File: src/rtl/sale_terminal_pkg.sv
// rtl/sale_terminal_pkg.sv - shared encodings and BCD helpers for the sale terminal
package sale_terminal_pkg;

    localparam logic [1:0] EVT_ENTER      = 2'd0;
    localparam logic [1:0] EVT_CANCEL     = 2'd1;
    localparam logic [1:0] EVT_PAY        = 2'd2;
    localparam logic [1:0] EVT_CLEAR_SALE = 2'd3;

    localparam logic [1:0] KEY_UP     = 2'd0;
    localparam logic [1:0] KEY_DOWN   = 2'd1;
    localparam logic [1:0] KEY_COMMIT = 2'd2;
    localparam logic [1:0] KEY_BACK   = 2'd3;

    localparam logic [1:0] CMD_ENTER      = 2'd0;
    localparam logic [1:0] CMD_CANCEL     = 2'd1;
    localparam logic [1:0] CMD_PAY        = 2'd2;
    localparam logic [1:0] CMD_CLEAR_SALE = 2'd3;

    localparam logic [0:0] ST_IDLE = 1'b0;
    localparam logic [0:0] ST_HOLD = 1'b1;

    // Lowest set bit wins; callers only use the result when the vector is non-zero.
    function automatic logic [1:0] lowest_index(input logic [3:0] v);
        if (v[0])      return 2'd0;
        else if (v[1]) return 2'd1;
        else if (v[2]) return 2'd2;
        else           return 2'd3;
    endfunction

    function automatic logic [3:0] bcd_up(input logic [3:0] d);
        return (d >= 4'd9) ? 4'd0 : d + 4'd1;
    endfunction

    function automatic logic [3:0] bcd_down(input logic [3:0] d);
        return (d == 4'd0) ? 4'd9 : d - 4'd1;
    endfunction

endpackage

File: src/rtl/rise_detect.sv
// rtl/rise_detect.sv - registers a level vector and flags its rising edges
module rise_detect #(
    parameter int WIDTH = 4
) (
    input  logic             clk,
    input  logic             rst,
    input  logic [WIDTH-1:0] level,
    output logic [WIDTH-1:0] prev,
    output logic [WIDTH-1:0] rise
);

    logic [WIDTH-1:0] now_q;
    logic [WIDTH-1:0] prev_q;

    always_ff @(posedge clk or posedge rst) begin
        if (rst) begin
            now_q  <= '0;
            prev_q <= '0;
        end else begin
            now_q  <= level;
            prev_q <= now_q;
        end
    end

    assign prev = prev_q;
    assign rise = now_q & ~prev_q;

endmodule

File: src/rtl/key_entry_decoder.sv
// rtl/key_entry_decoder.sv - turns key/command presses into BCD code entry and terminal events
module key_entry_decoder
    import sale_terminal_pkg::*;
#(
    parameter int DIGITS = 3
) (
    input  logic                         CLOCK_50,
    input  logic                         RESET,
    input  logic [3:0]                   KEY_Reg,
    input  logic [3:0]                   CMD_Reg,
    output logic [3:0]                   CUR_DIGIT,
    output logic [4*DIGITS-1:0]          CODE,
    output logic [$clog2(DIGITS+1)-1:0]  DIGIT_CNT,
    output logic                         EVT_VALID,
    output logic [1:0]                   EVT_TYPE,
    output logic [4*DIGITS-1:0]          EVT_CODE,
    input  logic                         EVT_READY
);

    localparam int CODE_W = 4 * DIGITS;
    localparam int CW     = $clog2(DIGITS + 1);
    localparam logic [CW-1:0] CNT_FULL = CW'(DIGITS);

    logic [3:0] key_prev, key_rise;
    logic [3:0] cmd_prev, cmd_rise;
    logic [3:0] key_act, cmd_act;
    logic [1:0] key_idx, cmd_idx;

    logic [0:0]        state_q;
    logic [3:0]        cur_q;
    logic [CODE_W-1:0] code_q;
    logic [CW-1:0]     cnt_q;
    logic              valid_q;
    logic [1:0]        type_q;
    logic [CODE_W-1:0] evt_code_q;

    rise_detect #(.WIDTH(4)) u_key_edge (
        .clk   (CLOCK_50),
        .rst   (RESET),
        .level (KEY_Reg),
        .prev  (key_prev),
        .rise  (key_rise)
    );

    rise_detect #(.WIDTH(4)) u_cmd_edge (
        .clk   (CLOCK_50),
        .rst   (RESET),
        .level (CMD_Reg),
        .prev  (cmd_prev),
        .rise  (cmd_rise)
    );

    // A level that migrates between groups on a mode switch must not count as a press.
    always_comb begin
        key_act = key_rise & ~cmd_prev;
        cmd_act = cmd_rise & ~key_prev;
        key_idx = lowest_index(key_act);
        cmd_idx = lowest_index(cmd_act);
    end

    always_ff @(posedge CLOCK_50 or posedge RESET) begin
        if (RESET) begin
            state_q    <= ST_IDLE;
            cur_q      <= '0;
            code_q     <= '0;
            cnt_q      <= '0;
            valid_q    <= 1'b0;
            type_q     <= '0;
            evt_code_q <= '0;
        end else begin
            case (state_q)
                ST_IDLE: begin
                    if (|cmd_act) begin
                        case (cmd_idx)
                            CMD_ENTER: begin
                                if (cnt_q != '0) begin
                                    evt_code_q <= code_q;
                                    type_q     <= EVT_ENTER;
                                    valid_q    <= 1'b1;
                                    state_q    <= ST_HOLD;
                                    code_q     <= '0;
                                    cnt_q      <= '0;
                                    cur_q      <= '0;
                                end
                            end
                            CMD_PAY: begin
                                evt_code_q <= '0;
                                type_q     <= EVT_PAY;
                                valid_q    <= 1'b1;
                                state_q    <= ST_HOLD;
                            end
                            default: begin
                                // CANCEL and CLEAR_SALE both abandon the entry.
                                evt_code_q <= '0;
                                type_q     <= (cmd_idx == CMD_CANCEL) ? EVT_CANCEL : EVT_CLEAR_SALE;
                                valid_q    <= 1'b1;
                                state_q    <= ST_HOLD;
                                code_q     <= '0;
                                cnt_q      <= '0;
                                cur_q      <= '0;
                            end
                        endcase
                    end else if (|key_act) begin
                        case (key_idx)
                            KEY_UP:   cur_q <= bcd_up(cur_q);
                            KEY_DOWN: cur_q <= bcd_down(cur_q);
                            KEY_COMMIT: begin
                                if (cnt_q != CNT_FULL) begin
                                    code_q <= (code_q << 4) | CODE_W'(cur_q);
                                    cnt_q  <= cnt_q + CW'(1);
                                    cur_q  <= '0;
                                end
                            end
                            default: begin
                                if (cnt_q != '0) begin
                                    code_q <= code_q >> 4;
                                    cnt_q  <= cnt_q - CW'(1);
                                end
                                cur_q <= '0;
                            end
                        endcase
                    end
                end
                default: begin
                    if (EVT_READY) begin
                        valid_q    <= 1'b0;
                        evt_code_q <= '0;
                        state_q    <= ST_IDLE;
                    end
                end
            endcase
        end
    end

    assign CUR_DIGIT = cur_q;
    assign CODE      = code_q;
    assign DIGIT_CNT = cnt_q;
    assign EVT_VALID = valid_q;
    assign EVT_TYPE  = type_q;
    assign EVT_CODE  = evt_code_q;

endmodule

File: config.mk
export PLATFORM = sky130hd
export DESIGN_NAME = key_entry_decoder
export DESIGN_NICKNAME = d
export VERILOG_FILES = /design/src/rtl/sale_terminal_pkg.sv /design/src/rtl/rise_detect.sv /design/src/rtl/key_entry_decoder.sv
export SDC_FILE = /design/constraint.sdc
export NUM_CORES = 1
export LEC_CHECK = 0
export BUFFER_PORTS_ARGS = -buffer_cell sky130_fd_sc_hd__buf_2
export CORE_MARGIN = 2
export CORE_UTILIZATION = 55
export DETAILED_ROUTE_END_ITERATION = 10
export HOLD_SLACK_MARGIN = 0.03
export PLACE_DENSITY = 0.8
export SYNTH_ARGS = -nofsm -noshare
export SYNTH_HDL_FRONTEND = slang
export SYNTH_SLANG_ARGS = --single-unit
File: constraint.sdc
create_clock -name CLOCK_50 -period 5.25 [get_ports CLOCK_50]
set_input_delay 1.05 -clock CLOCK_50 [delete_from_list [all_inputs] [get_ports CLOCK_50]]
set_output_delay 1.05 -clock CLOCK_50 [all_outputs]
set_load 0.03 [all_outputs]
# Yosys cells after proc, flatten, opt, wreduce, memory -nomap -nowiden
# Index checks and enable logic that the tools add are counted.
# Widths: inputs -> output; s select.
dict set report totals {
  ff_bits 50
  in_bits 11
  out_inout_bits 33
  wordCells 95
}
dict set report op_classes {
  n_addsub 4
  magnitude_cmp 1
  eq_ne 12
  muxes 45
  bitwise_logic 8
  reduce_logical 14
}
# op count
set op_table {}
lappend op_table {{$mux 12} 10}
lappend op_table {{$pmux 12 s2} 2}
lappend op_table {{$mux 4} 6}
lappend op_table {{$mux 2} 10}
lappend op_table {{$and 4x4->4} 4}
lappend op_table {{$mux 1} 12}
lappend op_table {{$or 12x4->12} 1}
lappend op_table {{$pmux 2 s2} 3}
lappend op_table {{$pmux 4 s3} 1}
lappend op_table {{$ne 3x3->1 const B} 3}
lappend op_table {{$ne 2x2->1 const B} 4}
lappend op_table {{$not 4->4} 2}
lappend op_table {{$pmux 4 s2} 1}
lappend op_table {{$reduce_or 4->1} 2}
lappend op_table {{$reduce_and 7->1} 1}
lappend op_table {{$reduce_and 3->1} 2}
lappend op_table {{$reduce_bool 2->1} 3}
lappend op_table {{$reduce_and 5->1} 1}
lappend op_table {{$add 4x1->4 const B} 1}
lappend op_table {{$eq 2x1->1 const B} 2}
lappend op_table {{$eq 2x2->1 const B} 2}
lappend op_table {{$ge 4x4->1 const B} 1}
lappend op_table {{$logic_not 2->1} 2}
lappend op_table {{$logic_not 4->1} 1}
lappend op_table {{7 further kinds} 7}

# Depth between registers and ports, before layout
dict set report logic_depth {
  word_depth 11
  mapped_depth 8
  depth_no_buf 7
}

# Cells and area by module
# Synthesis repeated with hierarchy kept, for this count alone.
dict set report unflattened {
  hier_cells 195
  hier_area_um2 2351.0
}
# module instances cells_per_inst area_per_inst_um2
set by_module_without_submodules {}
lappend by_module_without_submodules {key_entry_decoder 1 169 1833.0}
lappend by_module_without_submodules {rise_detect 2 13 259.0}

# Worst setup path before layout
# No wires, ideal clock.
dict set report synth_timing {
  kind {flip-flop to flip-flop}
  start {reg cur_q[0] (netlist: CUR_DIGIT[0])}
  end {reg cur_q[0] (netlist: CUR_DIGIT[0])}
  setup_time_ns 0.121
  t_arrival_ns 2.040
  path_slack_ns 3.089
  stages_incl_launch_ff 9
  n_path_buf 1
  synth_period_minus_slack_ns 2.161
  path_cell_list {dfrtp_1 clkbuf_1 inv_1 ha_1 nor3b_1 o21ai_0 a21oi_1 a41o_1 a22o_1}
}
dict set report synth_between {
  elab_chain_cells 5
  elab_cells_between_ends 9
  cone_classes {add/sub: 2; order compare: 1; mux: 5; reduce/logical: 1}
}
# element line_no
set synth_lines {}
lappend synth_lines {{start: declaration} key_entry_decoder.sv:30} ;# logic [3:0] cur_q;
lappend synth_lines {{start signal: assignment} key_entry_decoder.sv:105} ;# KEY_UP: cur_q <= bcd_up(cur_q);
lappend synth_lines {{start signal: assignment} key_entry_decoder.sv:106} ;# KEY_DOWN: cur_q <= bcd_down(cur_q);
lappend synth_lines {{$sub 4x1->4 (tied with other cells)} sale_terminal_pkg.sv:35} ;# return (d == 4'd0) ? 4'd9 : d - 4'd1;
lappend synth_lines {{$mux 4 (on tied branches)} {sale_terminal_pkg.sv:35, sale_terminal_pkg.sv:31}}
lappend synth_lines {{$pmux 4 s3 *} key_entry_decoder.sv:104} ;# case (key_idx)
lappend synth_lines {{$mux 4 *} key_entry_decoder.sv:103} ;# end else if (|key_act) begin
lappend synth_lines {{$mux 4 *} key_entry_decoder.sv:73} ;# if (|cmd_act) begin
# Every way passes the cells marked *; elsewhere a longest branch is shown, timed or not. The select of a mux whose other input is x is not followed.
# A chain may end at the register's enable or synchronous reset.

# Worst setup path after layout
dict set report layout_timing {
  start {reg cur_q[0] (netlist: CUR_DIGIT[0])}
  end {out CUR_DIGIT[0]}
}
# element line_no
set layout_lines {}
lappend layout_lines {{end: declaration} key_entry_decoder.sv:11} ;# output logic [3:0] CUR_DIGIT,
# No word-level cell between the ends.

==> tab_implementation.tex <==
\begin{tabular}{lr}
\hline
Metric & Value \\
\hline
\multicolumn{2}{l}{\textbf{Timing}} \\
Part of the cycle the worst path needs & roughly two fifths \\
Worst setup skew after layout & around 9 ps \\
Worst slew pin tran & 998.6 ps \\
Final Hold Viols & 0 \\
Peak Freq & $\sim$0.46 GHz \\
Smallest setup slack after layout & a little over 3000 ps \\
Unrepaired setup endpoints after global routing & no \\
Crit path time final & 2177 ps \\
Setup TNS & 0 ps \\
Post-Route Hold Slack & 371.7 ps \\
Final-report setup violation count & 0 \\
Max-slew headroom at the worst pin & about a third \\
Final max-slew violation count & 0 \\
\multicolumn{2}{l}{\textbf{Synthesis}} \\
Unique masters post-synth & between 40 and 50 \\
Mapped Nets & around 190 \\
Mapped cell area & around 2200 um\^{}2 \\
Syn. warnings & 0 \\
Predominant post-synthesis flop cell & sky130\_fd\_sc\_hd\_\_dfrtp\_1 \\
Fraction of registers with async set/reset & 100.0\% \\
Sequential cell area fraction in the yosys report & 56.40\% \\
Post-synth top area share & between 50\% and 60\% \\
Cell types occupying the most area after synthesis & sky130\_fd\_sc\_hd\_\_dfrtp\_1, sky130\_fd\_sc\_hd\_\_a22o\_1, sky130\_fd\_sc\_hd\_\_mux2i\_1, sky130\_fd\_sc\_hd\_\_o2bb2ai\_1, sky130\_fd\_sc\_hd\_\_nor3b\_1 \\
Total of flip-flops plus latches after synthesis & 50 \\
Average cell area after synthesis & around 13 um\^{}2 \\
Synthesized instance count & 177 \\
Library cell occupying the most area in the post-synthesis netlist & sky130\_fd\_sc\_hd\_\_dfrtp\_1 \\
Number of synthesized flops with an enable pin & 0 \\
\multicolumn{2}{l}{\textbf{Worst setup path}} \\
Kind of critical path & reg -> out \\
Maximum fanout encountered on the critical timing path & 11 \\
Worst path buffer plus inverter count & 1 \\
Data required time of the critical path & 4200 ps \\
Category of the worst setup path capture point & output pin \\
Cell class contributing the biggest share of worst-path delay & flip-flops \\
Worst EP arrival & $\sim$1100 ps \\
Cell with the largest stage delay on the worst path & sky130\_fd\_sc\_hd\_\_dfrtp\_1 \\
R2R setup slack & approximately 3200 ps \\
Critical-path cell list & buf\_2 \\
Worst R2R Start & CUR\_DIGIT[0] \\
Reg2Reg Depth & 7 \\
Startpoint types & flip-flop \\
Endpoint of the worst-slack reg-to-reg timing path & CUR\_DIGIT[0] \\
Largest stage delay on the critical path & about 560 ps \\
\multicolumn{2}{l}{\textbf{Clocking}} \\
Clock-pin slew on the worst setup and hold paths & 80 ps \\
Post-CTS Hold Fix Bufs & 0 \\
Clock tree root driver cell & sky130\_fd\_sc\_hd\_\_clkbuf\_8 \\
Clock latency reported for the late side of the worst-skew pair & 300 ps \\
Post-CTS setup-driven buffer insertion count & 0 \\
Number of resized instances in the post-cts repair step & 0 \\
Max Buffers Root-to-Sink & 2 \\
CTS tree & yes \\
Clk sinks & 50 \\
Number of buffers added by the clock tree synthesis step & 5 \\
Level count of the clock H-tree & 2 \\
\multicolumn{2}{l}{\textbf{Global routing}} \\
Largest net degree at the start of global routing & slightly above 50 \\
Total Routing Usage GR & a little over a fifth \\
Via count of the first global-routing pass & roughly 1,600 \\
First-pass GRT wire length & slightly above 7000 um \\
Antenna violations before repair & 0 \\
Total congestion overflow & 0 \\
\multicolumn{2}{l}{\textbf{Pwr}} \\
Power per standard cell area & roughly 320 nW/um\^{}2 \\
Largest voltage drop on the vdd net & approximately 0.00021 V \\
Total Power & a little over 800 uW \\
Static Leak & between 1 and 1.5 nW \\
\multicolumn{2}{l}{\textbf{Detailed routing}} \\
Routed WL & 4239 um \\
WL/cell & around 16 um \\
Via count normalized by instance count & between 5 and 6 \\
Remaining design rule violation count & 0 \\
ANT nets after route & 0 \\
First-pass iteration count of the detailed router & 4 \\
Number of DRC markers after the initial detailed-route iteration & about 170 \\
Count of vias placed by the detailed router & $\sim$1,600 \\
\multicolumn{2}{l}{\textbf{Floorplan}} \\
Total number of placement rows & 23 \\
Initial Utilization & between 50\% and 60\% \\
Die X-Extent & around 68 um \\
\# IOs & 44 \\
Placeable Area & about 3900 um\^{}2 \\
Die Footprint & around 4600 um\^{}2 \\
Die height & $\sim$68 um \\
\multicolumn{2}{l}{\textbf{Finish}} \\
\# diodes & 0 \\
Final-stage net count & 237 \\
Fraction of final layout cells with drive strength greater than 1 & 30.49\% \\
Final design utilization & between 60\% and 70\% \\
Area Overhead vs Synth & 15.68\% \\
Fill cell total of the finished layout & between 300 and 400 \\
\multicolumn{2}{l}{\textbf{Placement}} \\
Routability Congestion & between 0.8 and 0.9 \\
Total half-perimeter wirelength after legalization and detailed placement & roughly 3100 um \\
Port-buffer cells & between 40 and 50 \\
Pre-CTS setup slack & $\sim$3200 ps \\
\multicolumn{2}{l}{\textbf{Flow run}} \\
Max-cap check violation count & 0 \\
\multicolumn{2}{l}{\textbf{Status}} \\
Outcome & finished, final reports clean \\
\multicolumn{2}{l}{\textbf{Hold path}} \\
Startpoint of the tightest hold check path & u\_key\_edge.now\_q[3] \\
Number of instances on the worst hold path & 0 \\
Endpoint of the worst hold path & u\_key\_edge.prev[3] \\
Min-delay worst type & reg -> reg \\
\hline
\end{tabular}
## cells by family after synthesis
kind of cell             after synthesis  share of synthesized area, %
adder cells (fa/ha/maj)                4                         2.256
AND/OR/NAND/NOR                       45                         14.10
buffers and inverters                 14                         3.497
multiplexers                          10                         4.569
AO/OA/AOI/OAI                         54                         19.18
flip-flops                            50                         56.40
## flip-flops by register name, summed over array words and instances, names as in the netlist
signal	cells
CODE	12
EVT_CODE	12
CUR_DIGIT	4
u_cmd_edge.now_q	4
u_cmd_edge.prev	4
u_key_edge.now_q	4
u_key_edge.prev	4
DIGIT_CNT	2
EVT_TYPE	2
EVT_VALID	1
state_q	1
## stage by stage
step                      std cells  area, um^2
after global placement          265        2456
after global routing            273        2566
after detailed placement        265        2456
after CTS                       273        2566
final                           273        2566
after floorplan                 177        2218
## worst max path at each step
| stage | from | cells past startpoint | end | slack [ps] |
|---|---|---|---|---|
| after floorplan | RESET | 1 | CODE[0] | 3000 |
| after global routing | CUR_DIGIT[2] | 1 | CUR_DIGIT[2] | 2990 |
| final | CUR_DIGIT[0] | 1 | CUR_DIGIT[0] | 3070 |
| after CTS | CUR_DIGIT[2] | 1 | CUR_DIGIT[2] | 3070 |
| after global placement | RESET | 2 | u_key_edge.prev[0] | 3280 |
| after detailed placement | CUR_DIGIT[1] | 7 | CUR_DIGIT[0] | 3200 |
## report_power, final
| part | internal (mW) | switching [mW] | leakage (nW) |
|---|---|---|---|
| registers | 0.404 | 0.0184 | 0.650 |
| clock network | 0.142 | 0.123 | 0.0514 |
| logic | 0.0435 | 0.0849 | 0.540 |
| total | 0.590 | 0.226 | 1.24 |
## metal layers
metal / vias up / global-route usage, % / share of wire [%]
li1: 758 / - / -
met1: 796 / 27.07 / 45
met2: 38 / 33.09 / 49
met3: 4 / 6.333 / 4.6
met4: 0 / 9.949 / 1.4
met5: - / 0 / 0
## Yosys cell counts (3+ instances only)
master                      number
sky130_fd_sc_hd__or3b_1          4
sky130_fd_sc_hd__nand2_1         6
sky130_fd_sc_hd__a22o_1         18
sky130_fd_sc_hd__ha_1            4
sky130_fd_sc_hd__o21ai_0         7
sky130_fd_sc_hd__buf_6           3
sky130_fd_sc_hd__nor2_1          4
sky130_fd_sc_hd__a21oi_1         8
sky130_fd_sc_hd__o2bb2ai_1       8
sky130_fd_sc_hd__nor3b_1         7
sky130_fd_sc_hd__dfrtp_1        50
sky130_fd_sc_hd__mux2i_1         9
sky130_fd_sc_hd__or3b_2          3
sky130_fd_sc_hd__inv_1           8
## cells in the final DEF (no fill, tap or decap), types with 2 or more instances in the layout
cell type and n:
sky130_fd_sc_hd__nand3_1 2, sky130_fd_sc_hd__o32ai_1 2, sky130_fd_sc_hd__or3b_1 4, sky130_fd_sc_hd__nor3b_1 7, sky130_fd_sc_hd__nor3_1 2, sky130_fd_sc_hd__nand2_1 6
sky130_fd_sc_hd__a21o_1 2, sky130_fd_sc_hd__dfrtp_1 50, sky130_fd_sc_hd__clkbuf_8 5, sky130_fd_sc_hd__or3b_2 3, sky130_fd_sc_hd__nand4_2 2, sky130_fd_sc_hd__o21ai_0 7
sky130_fd_sc_hd__mux2i_1 9, sky130_fd_sc_hd__nor4_1 2, sky130_fd_sc_hd__o2bb2ai_1 8, sky130_fd_sc_hd__a22o_1 18, sky130_fd_sc_hd__inv_1 7, sky130_fd_sc_hd__buf_2 43
sky130_fd_sc_hd__a21oi_1 8, sky130_fd_sc_hd__ha_1 4, sky130_fd_sc_hd__nor2_1 4
## area by class of cell
| class | count | area (um^2) | area share [%] |
|---|---|---|---|
| sequential | 50 | 1251 | 48.76 |
| multi-input combinational | 113 | 889.6 | 34.67 |
| timing repair buffer | 44 | 222.7 | 8.679 |
| clock buffer | 6 | 72.57 | 2.828 |
| tap | 50 | 62.56 | 2.438 |
| clock inverter | 2 | 37.54 | 1.463 |
| inverter | 8 | 30.03 | 1.170 |
Note: power is estimated with default switching activity, not from simulation.
